$ cat config.mk
export PLATFORM = sky130hd
export DESIGN_NAME = uart_reg_bridge
export DESIGN_NICKNAME = d
export VERILOG_FILES = /design/src/rtl/uart_bridge_pkg.sv /design/src/rtl/uart_bridge_timer.sv /design/src/rtl/uart_reg_bridge.sv
export SDC_FILE = /design/constraint.sdc
export NUM_CORES = 1
export LEC_CHECK = 0
export ABC_AREA = 1
export CORE_MARGIN = 2
export CORE_UTILIZATION = 50
export CTS_CLUSTER_DIAMETER = 150
export DETAILED_ROUTE_END_ITERATION = 6
export PLACE_DENSITY = 0.76
export SLEW_MARGIN = 20
export SYNTH_ARGS = -nofsm -noshare
export SYNTH_HDL_FRONTEND = slang
export SYNTH_SLANG_ARGS = --single-unit
$ cat constraint.sdc
create_clock -name clk -period 2.2 [get_ports clk]
set_input_delay 0.44 -clock clk [delete_from_list [all_inputs] [get_ports clk]]
set_output_delay 0.44 -clock clk [all_outputs]
set_load 0.1 [all_outputs]
$ cat src/rtl/uart_bridge_pkg.sv
`default_nettype none
// ============================================================================
// Module      : uart_bridge_pkg
// Description : Shared constants and FSM encoding for the UART register
//               bridge: command opcodes, response codes and bridge states.
// Ports       : none (package)
// Revision    : 1.0 - initial release
// ============================================================================
package uart_bridge_pkg;

    // Command opcodes (first byte of a frame)
    localparam logic [7:0] OP_WR   = 8'h57;   // 'W' addr data
    localparam logic [7:0] OP_RD   = 8'h52;   // 'R' addr

    // Response bytes
    localparam logic [7:0] RSP_ACK = 8'h06;
    localparam logic [7:0] RSP_NAK = 8'h15;

    // Bridge FSM states
    typedef enum logic [2:0] {
        ST_GET  = 3'd0,   // waiting for an RX byte
        ST_RS1  = 3'd1,   // RX pop in flight
        ST_RS2  = 3'd2,   // RX byte valid, parse it
        ST_EXEC = 3'd3,   // register bus strobe cycle
        ST_RDW  = 3'd4,   // read data returning
        ST_TX   = 3'd5,   // waiting for TX FIFO space
        ST_TG   = 3'd6    // TX toggle gap
    } state_e;

endpackage
`default_nettype wire

$ cat src/rtl/uart_bridge_timer.sv
`default_nettype none
// ============================================================================
// Module      : uart_bridge_timer
// Description : Inter-byte timeout counter. Counts enabled cycles and emits
//               a one-cycle expiry pulse on the TIMEOUT_CYCLES-th one.
// Ports       : clk       - clock
//               rst_n     - synchronous active-low reset
//               clr_i     - clear the count
//               en_i      - count this cycle
//               expire_o  - one-cycle expiry pulse (combinational)
// Revision    : 1.0 - initial release
// ============================================================================
module uart_bridge_timer #(
    parameter int TIMEOUT_CYCLES = 100000
) (
    input  logic clk,
    input  logic rst_n,
    input  logic clr_i,
    input  logic en_i,
    output logic expire_o
);

    localparam int              CNT_W    = $clog2(TIMEOUT_CYCLES);
    localparam logic [CNT_W-1:0] CNT_LAST = CNT_W'(TIMEOUT_CYCLES - 1);

    logic [CNT_W-1:0] cnt_q;
    logic [CNT_W-1:0] cnt_d;

    assign expire_o = en_i && (cnt_q == CNT_LAST);

    always_comb begin
        cnt_d = cnt_q;
        if (clr_i || expire_o) begin
            cnt_d = '0;
        end else if (en_i) begin
            cnt_d = cnt_q + 1'b1;
        end
    end

    always_ff @(posedge clk) begin
        if (!rst_n) begin
            cnt_q <= '0;
        end else begin
            cnt_q <= cnt_d;
        end
    end

endmodule
`default_nettype wire

$ cat src/rtl/uart_reg_bridge.sv
`default_nettype none
// ============================================================================
// Module      : uart_reg_bridge
// Description : Host command responder behind the uart block. Pops RX bytes
//               via the read toggle, parses 'W' addr data / 'R' addr frames,
//               drives a single-master register bus (one-cycle read latency)
//               and returns ACK / read data / NAK via the TX toggle.
// Ports       : clk, rst_n          - clock, synchronous active-low reset
//               uart_rx_ready       - uart RX FIFO non-empty
//               uart_rx_byte        - RX byte after a read toggle
//               uart_rx_read        - read toggle (each change pops a byte)
//               uart_tx_fifo_full   - uart TX FIFO full
//               uart_tx_start       - write toggle (each change pushes)
//               uart_tx_data_in     - response byte
//               reg_addr/reg_wdata  - register bus address / write data
//               reg_we/reg_re       - one-cycle write / read strobes
//               reg_rdata           - read data, valid cycle after reg_re
//               busy                - FSM not waiting for a byte
//               frame_err           - pulse on bad opcode or timeout
// Revision    : 1.0 - initial release
// ============================================================================
module uart_reg_bridge
    import uart_bridge_pkg::*;
#(
    parameter int TIMEOUT_CYCLES = 100000
) (
    input  logic       clk,
    input  logic       rst_n,
    input  logic       uart_rx_ready,
    input  logic [7:0] uart_rx_byte,
    output logic       uart_rx_read,
    input  logic       uart_tx_fifo_full,
    output logic       uart_tx_start,
    output logic [7:0] uart_tx_data_in,
    output logic [7:0] reg_addr,
    output logic [7:0] reg_wdata,
    output logic       reg_we,
    output logic       reg_re,
    input  logic [7:0] reg_rdata,
    output logic       busy,
    output logic       frame_err
);

    state_e     state_q,     state_d;
    logic [1:0] idx_q,       idx_d;
    logic       op_rd_q,     op_rd_d;
    logic [7:0] addr_q,      addr_d;
    logic       rx_read_q,   rx_read_d;
    logic       tx_start_q,  tx_start_d;
    logic [7:0] tx_data_q,   tx_data_d;
    logic [7:0] reg_addr_q,  reg_addr_d;
    logic [7:0] reg_wdata_q, reg_wdata_d;
    logic       reg_we_q,    reg_we_d;
    logic       reg_re_q,    reg_re_d;
    logic       busy_q,      busy_d;
    logic       ferr_q,      ferr_d;

    logic       w_tmr_en;
    logic       w_tmr_expire;

    // The timer only runs while a frame is partially received and no byte is
    // waiting; a waiting byte is popped this cycle, which restarts the count.
    assign w_tmr_en = (state_q == ST_GET) && (idx_q != 2'd0) && !uart_rx_ready;

    uart_bridge_timer #(
        .TIMEOUT_CYCLES (TIMEOUT_CYCLES)
    ) u_timer (
        .clk      (clk),
        .rst_n    (rst_n),
        .clr_i    (!w_tmr_en),
        .en_i     (w_tmr_en),
        .expire_o (w_tmr_expire)
    );

    always_comb begin
        state_d     = state_q;
        idx_d       = idx_q;
        op_rd_d     = op_rd_q;
        addr_d      = addr_q;
        rx_read_d   = rx_read_q;
        tx_start_d  = tx_start_q;
        tx_data_d   = tx_data_q;
        reg_addr_d  = reg_addr_q;
        reg_wdata_d = reg_wdata_q;
        reg_we_d    = 1'b0;
        reg_re_d    = 1'b0;
        ferr_d      = 1'b0;

        case (state_q)
            ST_GET: begin
                if (w_tmr_expire) begin
                    idx_d  = 2'd0;
                    ferr_d = 1'b1;
                end else if (uart_rx_ready) begin
                    rx_read_d = ~rx_read_q;
                    state_d   = ST_RS1;
                end
            end
            ST_RS1: begin
                state_d = ST_RS2;
            end
            ST_RS2: begin
                case (idx_q)
                    2'd0: begin
                        if ((uart_rx_byte == OP_WR) || (uart_rx_byte == OP_RD)) begin
                            op_rd_d = (uart_rx_byte == OP_RD);
                            idx_d   = 2'd1;
                            state_d = ST_GET;
                        end else begin
                            tx_data_d = RSP_NAK;
                            ferr_d    = 1'b1;
                            idx_d     = 2'd0;
                            state_d   = ST_TX;
                        end
                    end
                    2'd1: begin
                        addr_d = uart_rx_byte;
                        if (op_rd_q) begin
                            // Strobe is registered so it lands in the EXEC cycle
                            reg_addr_d = uart_rx_byte;
                            reg_re_d   = 1'b1;
                            idx_d      = 2'd2;
                            state_d    = ST_EXEC;
                        end else begin
                            idx_d   = 2'd2;
                            state_d = ST_GET;
                        end
                    end
                    default: begin
                        reg_addr_d  = addr_q;
                        reg_wdata_d = uart_rx_byte;
                        reg_we_d    = 1'b1;
                        state_d     = ST_EXEC;
                    end
                endcase
            end
            ST_EXEC: begin
                if (op_rd_q) begin
                    state_d = ST_RDW;
                end else begin
                    tx_data_d = RSP_ACK;
                    state_d   = ST_TX;
                end
            end
            ST_RDW: begin
                tx_data_d = reg_rdata;
                state_d   = ST_TX;
            end
            ST_TX: begin
                // uart ignores toggles seen while full, so never issue one then
                if (!uart_tx_fifo_full) begin
                    tx_start_d = ~tx_start_q;
                    state_d    = ST_TG;
                end
            end
            ST_TG: begin
                idx_d   = 2'd0;
                state_d = ST_GET;
            end
            default: begin
                idx_d   = 2'd0;
                state_d = ST_GET;
            end
        endcase

        busy_d = (state_d != ST_GET);
    end

    always_ff @(posedge clk) begin
        if (!rst_n) begin
            state_q     <= ST_GET;
            idx_q       <= 2'd0;
            op_rd_q     <= 1'b0;
            addr_q      <= 8'h00;
            rx_read_q   <= 1'b0;
            tx_start_q  <= 1'b0;
            tx_data_q   <= 8'h00;
            reg_addr_q  <= 8'h00;
            reg_wdata_q <= 8'h00;
            reg_we_q    <= 1'b0;
            reg_re_q    <= 1'b0;
            busy_q      <= 1'b0;
            ferr_q      <= 1'b0;
        end else begin
            state_q     <= state_d;
            idx_q       <= idx_d;
            op_rd_q     <= op_rd_d;
            addr_q      <= addr_d;
            rx_read_q   <= rx_read_d;
            tx_start_q  <= tx_start_d;
            tx_data_q   <= tx_data_d;
            reg_addr_q  <= reg_addr_d;
            reg_wdata_q <= reg_wdata_d;
            reg_we_q    <= reg_we_d;
            reg_re_q    <= reg_re_d;
            busy_q      <= busy_d;
            ferr_q      <= ferr_d;
        end
    end

    assign uart_rx_read    = rx_read_q;
    assign uart_tx_start   = tx_start_q;
    assign uart_tx_data_in = tx_data_q;
    assign reg_addr        = reg_addr_q;
    assign reg_wdata       = reg_wdata_q;
    assign reg_we          = reg_we_q;
    assign reg_re          = reg_re_q;
    assign busy            = busy_q;
    assign frame_err       = ferr_q;

endmodule
`default_nettype wire

# --- Word-level counts from Yosys, hierarchy flattened ---
# Cells that the tools add are included.
word_totals:
  register_bits: 61
  word_cells: 87
  output_inout_bits: 30
classes:
  addsub: 1
  n_bitwise: 8
  mux: 24
  n_eq_ne: 15
  n_reduce_logical: 25
op_table:
  columns: ["op", "count"]
  rows:
  - ["8-bit two-way mux", 4]
  - ["8-bit case mux with 3 select lines", 1]
  - ["3-bit case mux with 6 select lines", 1]
  - ["17-bit by 1-bit adder with 17-bit output, second input constant", 1]
  - ["17-bit == test, second input constant", 1]
  - ["8-bit by 7-bit == test with 1-bit output, second input constant", 2]
  - ["8-bit case mux with 2 select lines", 1]
  - ["3-bit AND reduction", 5]
  - ["3-bit two-way mux", 4]
  - ["1-bit NOT", 8]
  - ["2-bit AND reduction", 4]
  - ["1-bit two-way mux", 7]
  - ["3-bit by 2-bit == test with 1-bit output, second input constant", 2]
  - ["3-bit == test, second input constant", 2]
  - ["2-bit inequality test, second input constant", 3]
  - ["2-bit case mux with 3 select lines", 1]
  - ["3-bit case mux with 2 select lines", 1]
  - ["3-bit nonzero test", 2]
  - ["2-bit two-way mux", 2]
  - ["2-bit by 1-bit inequality test with 1-bit output, second input constant", 2]
  - ["2-bit case mux with 2 select lines", 1]
  - ["4-bit AND reduction", 1]
  - ["2-bit OR reduction", 2]
  - ["4-bit OR reduction", 1]
  - ["10 further kinds", 14]

# --- Depth between registers and ports, before layout ---
# Gate-level depths: netlist of run 1.
depth:
  depth_word: 7
  ltp_mapped: 11
  mapped_depth_nobuf: 11

# --- Hierarchy ---
# Synthesis of run 1 repeated with hierarchy kept, for this count alone.
hier_totals:
  cells_unflattened: 419
  hier_area_um2: 3009.1
by_module_without_submodules:
  columns: ["mod", "cells_per_inst", "seq_area_each_um2", "instances", "area_per_inst_um2"]
  rows:
  - ["uart_reg_bridge", 278, 880.8, 1, 2005.7]
  - ["uart_bridge_timer", 141, 340.3, 1, 1003.5]

# --- Worst setup path after synthesis of run 1 ---
# No wires, ideal clock.
synth_timing:
  path_kind: "reg2out"
  startpoint: "reg rx_read_q, in the netlist uart_rx_read"
  endpoint: "out uart_rx_read"
  path_slack_ns: 0.822
  path_stages_with_launch: 1
  t_arrival_ns: 0.938
  path_cell_list: "dfxtp_1"
synth_rtl:
  columns: ["element", "line_no", "text"]
  rows:
  - ["start, declared", "uart_reg_bridge.sv:48", "logic rx_read_q, rx_read_d;"]
  - ["start signal, assigned", "uart_reg_bridge.sv:189", "rx_read_q <= rx_read_d;"]
  - ["end, declared", "uart_reg_bridge.sv:31", "output logic uart_rx_read,"]
# No word-level cell between the ends.

# --- Worst setup path after layout of run 1 ---
layout_timing:
  startpoint: "reg idx_q[1]"
  endpoint: "reg u_timer.cnt_q[5]"
layout_between:
  elab_chain_len: 6
layout_rtl:
  columns: ["element", "line_no", "text"]
  rows:
  - ["start, declared", "uart_reg_bridge.sv:45", "logic [1:0] idx_q, idx_d;"]
  - ["start signal, assigned", "uart_reg_bridge.sv:186", "idx_q <= idx_d;"]
  - ["2-bit nonzero test (*)", "uart_reg_bridge.sv:63", "assign w_tmr_en = (state_q == ST_GET) && (idx_q != 2'd0) && !uart_rx_ready;"]
  - ["1-bit logical AND (*) (2 in a row)", "uart_reg_bridge.sv:63", null]
  - ["1-bit zero test or 1-bit logical AND (tied branches)", "uart_reg_bridge.sv:70, uart_bridge_timer.sv:29", null]
  - ["1-bit logical OR", "uart_bridge_timer.sv:33", "if (clr_i || expire_o) begin"]
  - ["2-bit OR reduction (no source line)", null, null]
  - ["end signal, assigned", "uart_bridge_timer.sv:44", "cnt_q <= cnt_d;"]
  - ["end, declared", "uart_bridge_timer.sv:26", "logic [CNT_W-1:0] cnt_q;"]
# Every way passes the cells marked *; elsewhere a longest branch is shown, timed or not.
# A chain may end at the register's enable or synchronous reset.

==> results of run 1 <==
-- synthesized netlist by cell type, drive strengths merged --
master	instances
xor2	3
o21ai	17
nand3	32
a211oi	7
nand3b	3
clkbuf	4
o211ai	3
nor2	56
or2	1
a21oi	29
dfxtp	61
inv	41
buf	7
a211o	1
ha	1
nor3	9
nor3b	2
a31oi	9
nand4	5
nand2	82
xnor2	2
-- final cells by class --
class | count | area, um^2
sequential | 61 | 1220
clock inverter | 4 | 70.1
fill | 433 | 1710
inverter | 41 | 156
tap | 70 | 87.6
timing repair buffer | 57 | 475
multi-input combinational | 262 | 1300
clock buffer | 12 | 155
-- critical path: stages, from the launching register on --
cell and delay (ps):
dfxtp_1 580, nor2_1 130, nor2_1 150, nand2_2 130, nor2_1 100, nand2_1 170
buf_4 230, nor3_1 170
-- logic make-up after synthesis --
family	synth area share, %
AOI/OAI and AO/OA	13.8
and+or+nand+nor	31.8
adders and majority gates	0.459
DFF	44.8
xor gates and xnor gates	1.61
buffers and inverters	7.57
-- final timing paths --
check	endpoint	startpoint	slack (ps)	cells after the start
hold / removal	uart_tx_start	uart_tx_start	460	1
hold reg to reg	uart_tx_start	uart_tx_start	460	1
setup reg to reg	u_timer.cnt_q[5]	idx_q[1]	470	7
setup / recovery	u_timer.cnt_q[5]	idx_q[1]	470	7
-- layer usage --
layer	part of all wire [%]	vias to the layer above	wire [um]	GRT usage, %
met5	0	-	0	0
met4	1.8	0	119	14.3
met3	6.1	9	397	5.12
met2	47	77	3040	35.6
met1	45	1201	2930	27.5
li1	-	1349	-	-
-- flip-flops by register name, summed over array words and instances, names as in the netlist --
register         count
reg_we               1
reg_re               1
state_q              3
busy                 1
addr_q               8
idx_q                2
uart_rx_read         1
reg_wdata            8
reg_addr             8
frame_err            1
op_rd_q              1
u_timer.cnt_q       17
uart_tx_start        1
uart_tx_data_in      8
-- cells in the final DEF (no fill, tap or decap) --
master           count
nand2_1             77
bufinv_16            2
clkbuf_8            11
buf_4               38
a31oi_1              9
clkinv_2             2
o21ai_1              4
o211ai_1             3
a211o_1              1
nand3b_1             2
clkbuf_1             1
nand4_1              5
a211oi_1             6
nand3_1             30
nor2_1              50
dfxtp_1             61
nor2_4               2
nand3_2              2
nor3_1               9
a21oi_1             29
nor3b_2              2
or2_2                1
clkdlybuf4s50_1     19
inv_4                1
nand2_2              5
nor2_2               4
xor2_1               3
inv_1               32
o21ai_0             13
ha_1                 1
inv_2                8
xnor2_1              2
a211oi_2             1
nand3b_4             1
-- per-stage QoR --
stage / setup slack [ps] / utilization [%]
6_report: 466 / 67.0
5_1_grt: 305 / 67.0
4_1_cts: 468 / 67.0
3_5_place_dp: 262 / 62.7
3_3_place_gp: 297 / 62.7
2_1_floorplan: 822 / -
-- power breakdown --
| part | switching (mW) | internal, mW |
|---|---|---|
| combinational | 1.05 | 0.363 |
| sequential | 0.112 | 1.23 |
| clock | 0.438 | 0.696 |
| total | 1.60 | 2.29 |
==> reports/qor.yml, run 1 <==
run_status: "completed"
fin_nets: 453
die_width_um: 77.9
synth_area_mm2: 0.00273
arrival_ps: 2010
fin_cells: 507
vias: 2636
yosysUniqueCellTypes: 32
placed_area_mm2: 0.00324
clockBufferDepth: 2
post_cts_buffers: 0
gp_congestion: 0.863
synth_nets: 396
drv_slew: 0
wl_per_cell_um: 12.8
cp_max_fo: 12
p_leak_nw: 1.39
hpwl_mm: 4.72
htreeDepth: 3
grt-ovfl-total: 0
max_freq_mhz: 577
grt_pass1_vias: 2442
hp-class: "flop to flop"
worst_slew_pin_slew_ps: 425
setup-tns-final_ps: 0
slew_headroom_pct: 71.6
cts_buffers: 9
critPathKind: "flop to flop"
io_pins: 50
finalCritPeriodShare_pct: 78.8
ys_warn_count: 0
wirelength_mm: 6.49
viasPerCell: 5.20
finalClockSkew_ps: 6.26
dr.pass1.iters: 4
drive_gt1_share_pct: 18.3
antennaDiodeCount: 0
die_h_um: 77.9
endpoint_kind: "flop"
ys_seq_elements: 61
worstSetupStartpointType: "flop"
synthCells: 375
cts_resized: 0
clock_sinks: 61
tritoncts: "done"
grt_pass1_wl_mm: 10.7
drt_iter0_markers: 132
rsz0062_at_grt: "no"
placedCellCount: 491
portBuffers: 49
cts_hold_buf: 0
grt_max_degree: 28
drc: 0
clk_pin_slew_worst_paths_ps: 70
finalCriticalPeriod_ps: 1730
die-area_mm2: 0.00606
syn_avg_cell_area_um2: 7.27
antenna_found_initial: 0
cts_root_buf: "clkbuf_8"
area_growth_pct: 27.1
clock_latency_ps: 350
setup_viol: 0
drv_cap: 0
p_total_mw: 3.89
max-vdd-ir-drop_mv: 0.705
final_area_mm2: 0.00347
ys_seq_area_share_pct: 44.8
synth_area_leader_cell: "dfxtp_1"
start_util_pct: 52.7
antenna_left: 0
synth_top_area_share_pct: 44.8
core_mm2: 0.00517
grt_usage_pct: 22.5
rows: 26
worstPathRequired_ps: 2470
ys_top_cells_by_area: "dfxtp_1, nand2_1, nor2_1, nand3_1, a21oi_1"
hold_viol: 0
hold_ws_ps: 455
p_per_area_mw_per_mm2: 1120
(Power assumes the default switching activity.)
==> inputs of run 2 (changes only) <==
Clock period 2.2 ns to 1.6 ns, I/O delays scaled along.
==> run 2 against run 1 <==
First-iteration DRC count fell by 7.6%. Utilization rose by 12 points. Clock-buffer cell count did not move. Worst hold slack improved by 8.2 ps. Combinational power rose by 70%. Fmax rose by 16%. Wire length rose by 11%. Critical path type unchanged. Clock power rose by 38%. Total power rose by 50%. Global-route usage rose by 2.7 points. Non-clock buffer count rose by 22. Clock skew rose by 3.1 ps.
==> reports/qor.yml, run 2 (synthesized netlist as in run 1, its figures left out) <==
worst_slew_pin_slew_ps: 296  # -129 ps
die_width_um: 77.9  # unchanged
start_util_pct: 52.7  # unchanged
dr.pass1.iters: 5  # +1
slew_headroom_pct: 80.1  # +8.5 points
clockBufferDepth: 2  # unchanged
drv_cap: 0  # unchanged
p_leak_nw: 1.59  # +14%
run_status: "completed"
max-vdd-ir-drop_mv: 0.839  # +19%
setup_viol: 0  # unchanged
wl_per_cell_um: 13.6  # +6.6%
gp_congestion: 0.888  # +2.9%
fin_nets: 475  # +4.9%
grt-ovfl-total: 0  # unchanged
viasPerCell: 5.27  # +1.4%
rows: 26  # unchanged
clk_pin_slew_worst_paths_ps: 70  # about the same
worstSetupStartpointType: "flop"
hold_viol: 0  # unchanged
cts_root_buf: "clkbuf_8"
portBuffers: 49  # unchanged
critPathKind: "flop to flop"
setup-tns-final_ps: 0  # unchanged
die-area_mm2: 0.00606  # unchanged
cp_max_fo: 8  # -4
final_cell_mix: "nand2_1, dfxtp_1, nor2_1, inv_1, buf_12"
antennaDiodeCount: 0  # unchanged
drive_gt1_share_pct: 25.7  # +7.4 points
grt_pass1_wl_mm: 11.9  # +12%
drv_slew: 0  # unchanged
drt_iter0_markers: 122  # -7.6%
hpwl_mm: 5.16  # +9.4%
wirelength_mm: 7.21  # +11%
antenna_left: 0  # unchanged
grt_max_degree: 28  # unchanged
rsz0062_at_grt: "yes"
largest_reg_flops: 17  # unchanged
top_register: "u_timer.cnt_q"
io_pins: 50  # unchanged
fin_cells: 529  # +4.3%
arrival_ps: 1760  # -250 ps
p_per_area_mw_per_mm2: 1430  # +27%
area_growth_pct: 49.8
finalCriticalPeriod_ps: 1500  # -237 ps
antenna_found_initial: 0  # unchanged
vias: 2788  # +5.8%
finalClockSkew_ps: 9.34  # +3.07 ps
grt_pass1_vias: 2690  # +10%
die_h_um: 77.9  # unchanged
worstPathRequired_ps: 1860  # -610 ps
cts_buffers: 9  # unchanged
htreeDepth: 3  # unchanged
core_mm2: 0.00517  # unchanged
max_freq_mhz: 668  # +16%
placedCellCount: 512  # +4.3%
tritoncts: "done"
cts_hold_buf: 0  # unchanged
hp-class: "flop to flop"
endpoint_kind: "flop"
finalCritPeriodShare_pct: 93.5  # +15 points
num-fill-cells: 334  # -23%
clock_latency_ps: 350  # about the same
final_common_cell: "nand2_1"
clock_sinks: 61  # unchanged
drc: 0  # unchanged
grt_usage_pct: 25.2  # +2.7 points
-- run 2: through the flow --
| stage | utilization, % | worst slack [ps] | total power [mW] | hold WS, ps | cell area, um^2 |
|---|---|---|---|---|---|
| 6_report | 79.0 | 104 | 5.83 | 464 | 4090 |
| 5_1_grt | 79.0 | -15.3 | 6.07 | 495 | 4090 |
| 4_1_cts | 77.6 | 15.9 | 5.79 | 457 | 4010 |
| 3_5_place_dp | 73.2 | -210 | 4.24 | 447 | 3790 |
| 3_3_place_gp | 73.2 | -139 | 4.18 | 436 | 3790 |
| 2_1_floorplan | - | 227 | 3.35 | 418 | 2730 |
-- run 2: per-layer routing --
metal	vias up	share of wire, %	track usage, %
li1	1396	-	-
met2	89	50	41.4
met3	22	5.5	5.58
met5	-	0	0
met1	1281	41	29.6
met4	0	3.2	15.7
-- run 2: worst paths after layout --
kind	start	endpoint	slack, ps	cells past startpoint
min	addr_q[4]	addr_q[4]	460	2
min reg2reg	addr_q[4]	addr_q[4]	460	2
max	state_q[2]	u_timer.cnt_q[5]	100	8
max reg2reg	state_q[2]	u_timer.cnt_q[5]	100	8
-- run 2: area by class of cell --
cell class / count / area (um^2) / share of cell area [%]
Clock inverter: 4 / 70.1 / 1.72
Multi-Input combinational cell: 262 / 1360 / 33.4
Timing Repair Buffer: 79 / 1030 / 25.2
Tap cell: 70 / 87.6 / 2.14
Sequential cell: 61 / 1220 / 30.0
Inverter: 41 / 156 / 3.83
Clock buffer: 12 / 155 / 3.80
-- run 2: repair_timing --
action,CTS,global route
resized for setup,0,20
buffers inserted,0,1
setup endpoints to repair,0,20
-- run 2: where the power goes --
group	switching, mW	internal [mW]
Clock	0.605	0.957
Sequential	0.153	1.69
Combinational	1.58	0.845
Total	2.33	3.49
-- run 2: worst max-delay path, stage by stage (launching register included) --
cell,delay (ps)
dfxtp_1,330
inv_2,100
nand2_2,70
nor2_2,160
nand2_2,150
nor2_2,120
nand2_2,90
buf_4,190
nor3_1,210
==> inputs of run 3 (changes only) <==
Settings changed: CORE_ASPECT_RATIO from default to 2.
==> run 3 against run 2 <==
Utilization decreased by 4.0 points. Sequential share of layout area grew 0.71 points. Clock power shrank 26%. Worst hold slack lost 29 ps. Clock-buffer cell count rose by 1. Setup slack got worse by 5.4 ps. Critical path depth unchanged. Sequential power is essentially flat. Total power decreased by 6.5%. Clock skew hardly changed. Wire length grew 2.5%. Global-route usage rose by 0.33 points.
==> reports/qor.yml, run 3 (synthesized netlist as in run 1, its figures left out) <==
run_status: "completed"
die-area_mm2: 0.00610  # +0.58%
htreeDepth: 3  # unchanged
rows: 38  # +46%
worstPathRequired_ps: 1870  # about the same
cp_cell_sequence: "inv_2, nand2_2, nor2_4, nand2_2, nor2_1, nand2_2, buf_4, nor3_1"
setup_ws_ps: 98.1  # -5.38 ps
arrival_ps: 1770  # about the same
finalClockSkew_ps: 9.48  # +0.147 ps
crit_path_max_incr_delay_ps: 330  # about the same
antenna_left: 0  # unchanged
antenna_found_initial: 0  # unchanged
clock_latency_ps: 360  # about the same
p_per_area_mw_per_mm2: 1360  # -4.4%
portBuffers: 49  # unchanged
clk_pin_slew_worst_paths_ps: 70  # about the same
p_leak_nw: 1.55  # -2.3%
grt_pass1_wl_mm: 12.0  # +0.58%
rsz0062_at_grt: "yes"
max_freq_mhz: 666  # -0.36%
setup_viol: 0  # unchanged
drt_iter0_markers: 106  # -13%
drv_cap: 0  # unchanged
io_pins: 50  # unchanged
hp-class: "flop to flop"
path_delay_family: "simple AND/OR/NAND/NOR gates"
crit_buf_inv: 2  # unchanged
hpwl_mm: 5.40  # +4.6%
drc: 0  # unchanged
slew_headroom_pct: 79.8  # -0.32 points
top_register: "u_timer.cnt_q"
largest_reg_flops: 17  # unchanged
core_mm2: 0.00533  # +3.0%
drv_slew: 0  # unchanged
vias: 2778  # -0.36%
final_common_cell: "nand2_1"
clockBufferDepth: 2  # unchanged
crit_slowest_cell: "dfxtp_1"
clock_sinks: 61  # unchanged
endpoint_kind: "flop"
cp_max_fo: 8  # unchanged
critPathKind: "flop to flop"
gp_congestion: 0.923  # +4.0%
placed_area_mm2: 0.00377  # -0.46%
wirelength_mm: 7.39  # +2.5%
worstSetupStartpointType: "flop"
viasPerCell: 5.35  # +1.6%
place_ws_ps: -185  # +25.3 ps
hold_viol: 0  # unchanged
dr.pass1.iters: 5  # unchanged
finalCritPeriodShare_pct: 93.9  # +0.34 points
finalCriticalPeriod_ps: 1500  # +5.38 ps
wl_per_cell_um: 14.2  # +4.5%
fin_nets: 476  # +0.21%
worst_slew_pin_slew_ps: 300  # +4.82 ps
final_cell_mix: "nand2_1, dfxtp_1, nor2_1, inv_1, buf_4"
antennaDiodeCount: 0  # unchanged
start_util_pct: 51.2  # -1.5 points
drive_gt1_share_pct: 25.1  # -0.65 points
die_width_um: 56.2  # -28%
area_growth_pct: 46.5
grt_max_degree: 28  # unchanged
grt_pass1_vias: 2681  # -0.33%
cts_buffers: 9  # unchanged
cts_root_buf: "clkbuf_8"
max-vdd-ir-drop_mv: 1.50  # +79%
grt-ovfl-total: 0  # unchanged
cp_common_cell: "nand2_2"
grt_usage_pct: 25.5  # +0.33 points
tritoncts: "done"
final_area_mm2: 0.00400  # -2.2%
die_h_um: 108  # +39%
run 3: power by group:
| group | switching, mW | internal [mW] |
|---|---|---|
| Clock | 0.572 | 0.591 |
| Sequential | 0.164 | 1.69 |
| Combinational | 1.57 | 0.861 |
| Total | 2.31 | 3.14 |
run 3: path summary, 6_finish.rpt:
path | start | slack (ps) | to | depth (start not counted)
max reg2reg | state_q[0] | 100 | u_timer.cnt_q[5] | 8
min reg2reg | u_timer.cnt_q[0] | 430 | u_timer.cnt_q[0] | 1
min | u_timer.cnt_q[0] | 430 | u_timer.cnt_q[0] | 1
max | state_q[0] | 100 | u_timer.cnt_q[5] | 8
run 3: layer usage:
layer / routed length [um] / share of wire (%) / track usage [%] / up-vias
li1: - / - / - / 1391
met1: 2890 / 39 / 29.1 / 1255
met2: 3810 / 52 / 42.6 / 107
met3: 415 / 5.6 / 6.94 / 25
met4: 271 / 3.7 / 13.9 / 0
met5: 0 / 0 / 0 / -
run 3: final cells by class:
class                   count  area, um^2
repair buffers             80        1020
well taps                  60        75.1
clock inverters             2        10.0
inverters                  41         156
fillers                   408        1330
multi-input cells         262        1360
clock buffers              13         149
flip-flops and latches     61        1230
run 3: worst reg2reg max path, delay by kind of cell (launching register included):
family                 cells  cell delay (ps)
AND/OR/NAND/NOR            6              790
buffers and inverters      2              290
flip-flops                 1              330
run 3: per-stage QoR:
step,hold WS (ps),total power [mW],std cells,setup TNS (ps),utilization [%]
floorplan,418,3.35,375,0,-
global placement,434,4.19,503,-1570,70.8
detailed placement,441,4.25,503,-2740,70.8
CTS,468,5.40,518,0,73.8
global route,448,5.70,519,-6.20,75.0
finish,434,5.45,519,0,75.0
run 3: what timing repair did:
| item | in CTS | in global routing |
|---|---|---|
| resized for setup | 1 | 18 |
| buffers inserted | 0 | 1 |
| hold buffers | 0 | 0 |
| endpoints found under the setup margin | 2 | 16 |
| pin swaps | 0 | 1 |
